**src/rtl/song_sequencer_pkg.sv**
```systemverilog
// Shared definitions for the playback sequencer and its song_reader peer.
// Holds the sequencer state encoding and the song select width.
package song_sequencer_pkg;

  localparam int SEQ_SWIDTH     = 2;
  localparam int SONG_SEL_WIDTH = 2;

  typedef enum logic [SEQ_SWIDTH-1:0] {
    SEQ_IDLE    = 2'd0,
    SEQ_PLAYING = 2'd1,
    SEQ_PAUSED  = 2'd2,
    SEQ_FLUSH   = 2'd3
  } seq_state_e;

endpackage

```
**src/rtl/song_sequencer_flush_timer.sv**
```systemverilog
// Loadable down-counter that times the reader flush window.
//   clk, rst_n : clock, async active-low clear
//   start      : load counter with length
//   length     : number of flush cycles (1..15)
//   active     : counter non-zero (a flush cycle is in progress)
//   last       : counter == 1 (final flush cycle)
module song_sequencer_flush_timer (
  input  logic       clk,
  input  logic       rst_n,
  input  logic       start,
  input  logic [3:0] length,
  output logic       active,
  output logic       last
);

  logic [3:0] cnt_q, cnt_d;

  always_comb begin
    cnt_d = cnt_q;
    if (start)             cnt_d = length;
    else if (cnt_q != 4'd0) cnt_d = cnt_q - 4'd1;
  end

  always_ff @(posedge clk or negedge rst_n) begin
    if (!rst_n) cnt_q <= 4'd0;
    else        cnt_q <= cnt_d;
  end

  assign active = (cnt_q != 4'd0);
  assign last   = (cnt_q == 4'd1);

endmodule

```
**src/rtl/song_sequencer.sv**
```systemverilog
// Playback controller: turns play/next button pulses and song_done into
// song_reader controls (play, song select, reader reset pulse).
//   clk, reset   : clock, async active-low reset
//   play_button  : pulse, toggles play/pause
//   next_button  : pulse, skip to next song
//   repeat_mode  : level, restart the current song when it finishes
//   song_done    : pulse from song_reader at end of song
//   play         : play enable to reader
//   song         : song select to reader
//   reader_reset : sync active-high reset to reader during a flush
//   flushing     : status, high while flushing
module song_sequencer
  import song_sequencer_pkg::*;
#(
  parameter int NUM_SONGS    = 4,
  parameter int FLUSH_CYCLES = 2,
  localparam int SW = (NUM_SONGS > 1) ? $clog2(NUM_SONGS) : 1
) (
  input  logic          clk,
  input  logic          reset,
  input  logic          play_button,
  input  logic          next_button,
  input  logic          repeat_mode,
  input  logic          song_done,
  output logic          play,
  output logic [SW-1:0] song,
  output logic          reader_reset,
  output logic          flushing
);

  localparam logic [SW-1:0] LAST_SONG = SW'(NUM_SONGS - 1);
  localparam logic [3:0]    FLUSH_LEN = 4'(FLUSH_CYCLES);

  seq_state_e    state_q, state_d, resume_q, resume_d;
  logic [SW-1:0] song_q, song_d, song_inc;
  logic          play_q, play_d, rr_q, rr_d, flushing_q, flushing_d;
  logic          flush_start, flush_active, flush_last;

  // Explicit compare keeps the wrap correct for non-power-of-2 song counts.
  assign song_inc = (song_q == LAST_SONG) ? '0 : song_q + SW'(1);

  song_sequencer_flush_timer u_flush_timer (
    .clk    (clk),
    .rst_n  (reset),
    .start  (flush_start),
    .length (FLUSH_LEN),
    .active (flush_active),
    .last   (flush_last)
  );

  // State register
  always_ff @(posedge clk or negedge reset) begin
    if (!reset) begin
      state_q    <= SEQ_IDLE;
      resume_q   <= SEQ_IDLE;
      song_q     <= '0;
      play_q     <= 1'b0;
      rr_q       <= 1'b0;
      flushing_q <= 1'b0;
    end else begin
      state_q    <= state_d;
      resume_q   <= resume_d;
      song_q     <= song_d;
      play_q     <= play_d;
      rr_q       <= rr_d;
      flushing_q <= flushing_d;
    end
  end

  // Next state / next song. Song changes on the edge FLUSH is entered so it
  // is already stable while the reader sits in reset.
  always_comb begin
    state_d     = state_q;
    resume_d    = resume_q;
    song_d      = song_q;
    flush_start = 1'b0;
    unique case (state_q)
      SEQ_IDLE: begin
        if (next_button) begin
          song_d = song_inc; state_d = SEQ_FLUSH; resume_d = SEQ_IDLE; flush_start = 1'b1;
        end else if (play_button) begin
          state_d = SEQ_FLUSH; resume_d = SEQ_PLAYING; flush_start = 1'b1;
        end
      end
      SEQ_PLAYING: begin
        if (next_button) begin
          song_d = song_inc; state_d = SEQ_FLUSH; resume_d = SEQ_PLAYING; flush_start = 1'b1;
        end else if (song_done) begin
          state_d = SEQ_FLUSH; flush_start = 1'b1; resume_d = SEQ_PLAYING;
          if (!repeat_mode) begin
            song_d = song_inc;
            // Running off the end of the last song stops playback.
            if (song_q == LAST_SONG) resume_d = SEQ_IDLE;
          end
        end else if (play_button) begin
          state_d = SEQ_PAUSED;
        end
      end
      SEQ_PAUSED: begin
        if (next_button) begin
          song_d = song_inc; state_d = SEQ_FLUSH; resume_d = SEQ_PAUSED; flush_start = 1'b1;
        end else if (play_button) begin
          state_d = SEQ_PLAYING;
        end
      end
      SEQ_FLUSH: begin
        // Inputs are dropped here; leave on the last timed cycle (or if the
        // timer is somehow idle, so the FSM can never stick in FLUSH).
        if (flush_last || !flush_active) state_d = resume_q;
      end
      default: begin
        state_d  = SEQ_IDLE;
        resume_d = SEQ_IDLE;
        song_d   = '0;
      end
    endcase
  end

  // Registered outputs decoded from the upcoming state
  always_comb begin
    play_d     = (state_d == SEQ_PLAYING);
    rr_d       = (state_d == SEQ_FLUSH);
    flushing_d = (state_d == SEQ_FLUSH);
  end

  assign play         = play_q;
  assign song         = song_q;
  assign reader_reset = rr_q;
  assign flushing     = flushing_q;

endmodule

```
**config.mk**
```make
export PLATFORM = sky130hd
export DESIGN_NAME = song_sequencer
export DESIGN_NICKNAME = d
export VERILOG_FILES = /design/src/rtl/song_sequencer_pkg.sv /design/src/rtl/song_sequencer_flush_timer.sv /design/src/rtl/song_sequencer.sv
export SDC_FILE = /design/constraint.sdc
export NUM_CORES = 1
export LEC_CHECK = 0
export CAP_MARGIN = 20
export CORE_ASPECT_RATIO = 1.5
export CORE_MARGIN = 4
export CORE_UTILIZATION = 40
export DETAILED_ROUTE_END_ITERATION = 10
export SLEW_MARGIN = 20
export SYNTH_ARGS = -nofsm -noshare
export SYNTH_HDL_FRONTEND = slang
export SYNTH_SLANG_ARGS = --single-unit
```
**constraint.sdc**
```tcl
create_clock -name clk -period 4.45 [get_ports clk]
set_input_delay 1.1125 -clock clk [delete_from_list [all_inputs] [get_ports clk]]
set_output_delay 1.1125 -clock clk [all_outputs]
set_load 0.005 [all_outputs]
```
==> flow_summary.json <==
{
  "die_h_um": 64.7,
  "cts_made_buffers": 3,
  "io_pins": 11,
  "layout.cells.most_common": "dfrtp_1",
  "h-tree-depth": 1,
  "post_cts_buffers": 0,
  "hold-path-cell-count": 1,
  "clk_latency_ps": 260,
  "crit_arrival_ps": 2610,
  "period_minus_slack_ps": 2460,
  "total_power_uw": 765,
  "synth_area_um2": 858,
  "hold_path_end": "u_flush_timer.cnt_q[1]",
  "syn_to_final_growth_pct": 16.9,
  "grt_max_degree": 13,
  "nets": 115,
  "clk_pin_slew_ps": 80,
  "gr-total-overflow": 0,
  "antenna_found_initial": 0,
  "ys_warn_count": 0,
  "nFillCells": 190,
  "cts_tree": "done",
  "synthesis.instances": 86,
  "min_period_over_period": 0.552,
  "regToRegSetupSlack_ps": 2390,
  "crit_fanout": 7,
  "start_util": 0.423,
  "grt_usage": 0.130,
  "yosysTopAreaCell": "dfrtp_1",
  "crit_path_end_kind": "flip-flop",
  "num_rows": 20,
  "rsz0062_at_grt": "false",
  "clock_path_buffers": 2,
  "die_w_um": 45.8,
  "hold_path.startpoint": "u_flush_timer.cnt_q[1]",
  "synthesis.nets": 102,
  "syn_area_per_cell_um2": 9.98,
  "power_density_nw_per_um2": 762,
  "yosysTopAreaCellShare": 0.350,
  "finalSetupViolCount": 0,
  "multi_input_area_um2": 505,
  "drtAntennaViolNets": 0,
  "drcViolationCount": 0,
  "gp_congestion": 0.809,
  "cts_num_sinks": 12,
  "tightest_slew_ps": 520,
  "crit_required_ps": 4600,
  "synth_cell_types": 32,
  "dieArea_um2": 2970,
  "slew_headroom": 0.652,
  "drt_iter0_drc": 3,
  "ys_seq_elements": 12,
  "portBuffers": 10,
  "antenna_cells": 0,
  "ys_seq_area_frac": 0.350,
  "startpoint_type": "input pin",
  "hold_violations": 0,
  "ff2ff_path_depth": 6,
  "wl_mm": 1.66,
  "firstDrtPassIters": 3,
  "vias_per_cell": 5.41,
  "drive_gt1_frac": 0.133,
  "cap_viol_max_count": 0,
  "vias": 649,
  "grt_pass1_vias": 654,
  "seq_area_um2": 300,
  "p_leak_nw": 0.445,
  "outcome": "complete, no violations",
  "cts_resized": 0,
  "irDropWorstVdd_uv": 333,
  "root_buffer": "clkbuf_4",
  "maxSlewViolCount": 0,
  "coreArea_um2": 2030,
  "r2r_end": "play",
  "hold_buffers": 0,
  "synth_area_leaders": "dfrtp_1 35%, ha_1 15%, a21oi_1 4.1%, inv_1 3.9%, nor2_1 3.9%",
  "path_class": "input pin to flip-flop",
  "wl_per_cell_um": 13.8,
  "layout_common_cells": "12 x dfrtp_1, 10 x ha_1, 10 x clkdlybuf4s50_1",
  "hpwlAfterDp_mm": 1.36,
  "hold_path_class": "flip-flop to flip-flop",
  "place_ws_ps": 1720,
  "grt_pass1_wl_mm": 2.90,
  "fin_skew_ps": 1.36,
  "r2r_start": "state_q[0]",
  "max_freq_mhz": 407,
  "layout_setup_ws_ps": 1990,
  "setup_tns_ps": 0
}
-- registers in the layout, summed over array words and instances, names as in the netlist --
name / flops
play: 1
u_flush_timer.cnt_q: 4
flushing: 1
state_q: 2
resume_q: 2
song: 2
-- cells by family (layout without fill, tap and decap cells) --
group	after synthesis	in the layout	share of synthesized area
compound gates	24	24	0.230
simple gates	24	24	0.152
flops	12	12	0.350
buf+inv	11	23	0.0612
fa+ha+maj	10	10	0.146
mux	4	4	0.0510
xor+xnor	1	1	0.0102
-- synthesized netlist by cell type (all sizes together) --
cell type,n
a2111oi,1
a211o,1
a21oi,8
a311oi,1
a32oi,1
buf,2
dfrtp,12
ha,10
inv,9
mux2,3
mux2i,1
nand2,1
nand2b,1
nand3b,2
nor2,9
nor2b,1
nor3,4
nor3b,1
nor4b,1
o211ai,1
o21ai,6
o21ba,1
o311a,2
o311ai,1
o41ai,1
or2b,2
or3,2
xnor2,1
-- worst max-delay path, stage by stage --
cell	delay, ps
clkdlybuf4s50_1	600
or2b_1	160
o211ai_1	80
a21oi_1	280
mux2_2	370
-- metal layers --
metal	track usage	up-vias	wire length, um
met3	0.0167	2	35
li1	-	334	-
met1	0.175	307	767
met2	0.213	6	848
met4	0.0320	0	5
met5	0	-	0
-- power breakdown --
part	internal, mW	switching [mW]	leakage (nW)
sequential	0.166	0.0585	0.145
clock	0.0496	0.0348	0.0210
combinational	0.232	0.225	0.279
total	0.447	0.318	0.445
-- cell type report --
class                   instances  share of cell area
clock buffers                   4              0.0362
inverters                       9              0.0337
multi-input cells              63               0.504
flip-flops and latches         12               0.299
well taps                      22              0.0274
repair buffers                 10              0.0998
-- per-stage QoR --
step                      cells   util  cell area [um2]  hold WS, ps
final                       120  0.495             1000          518
after global routing        120  0.495             1000          558
after CTS                   120  0.495             1000          514
after detailed placement    116  0.477              967          497
after global placement      116  0.477              967          494
after floorplan              86      -              858          473
-- worst max path at each step --
stage / start / to / slack (ps) / depth (start not counted)
floorplan: next_button / play / 2360 / 5
global placement: play_button / resume_q[1] / 1740 / 5
detailed placement: play_button / resume_q[1] / 1720 / 5
CTS: play_button / resume_q[1] / 2010 / 5
global route: play_button / resume_q[1] / 1880 / 5
finish: play_button / resume_q[1] / 1990 / 5
(Power assumes the default switching activity.)
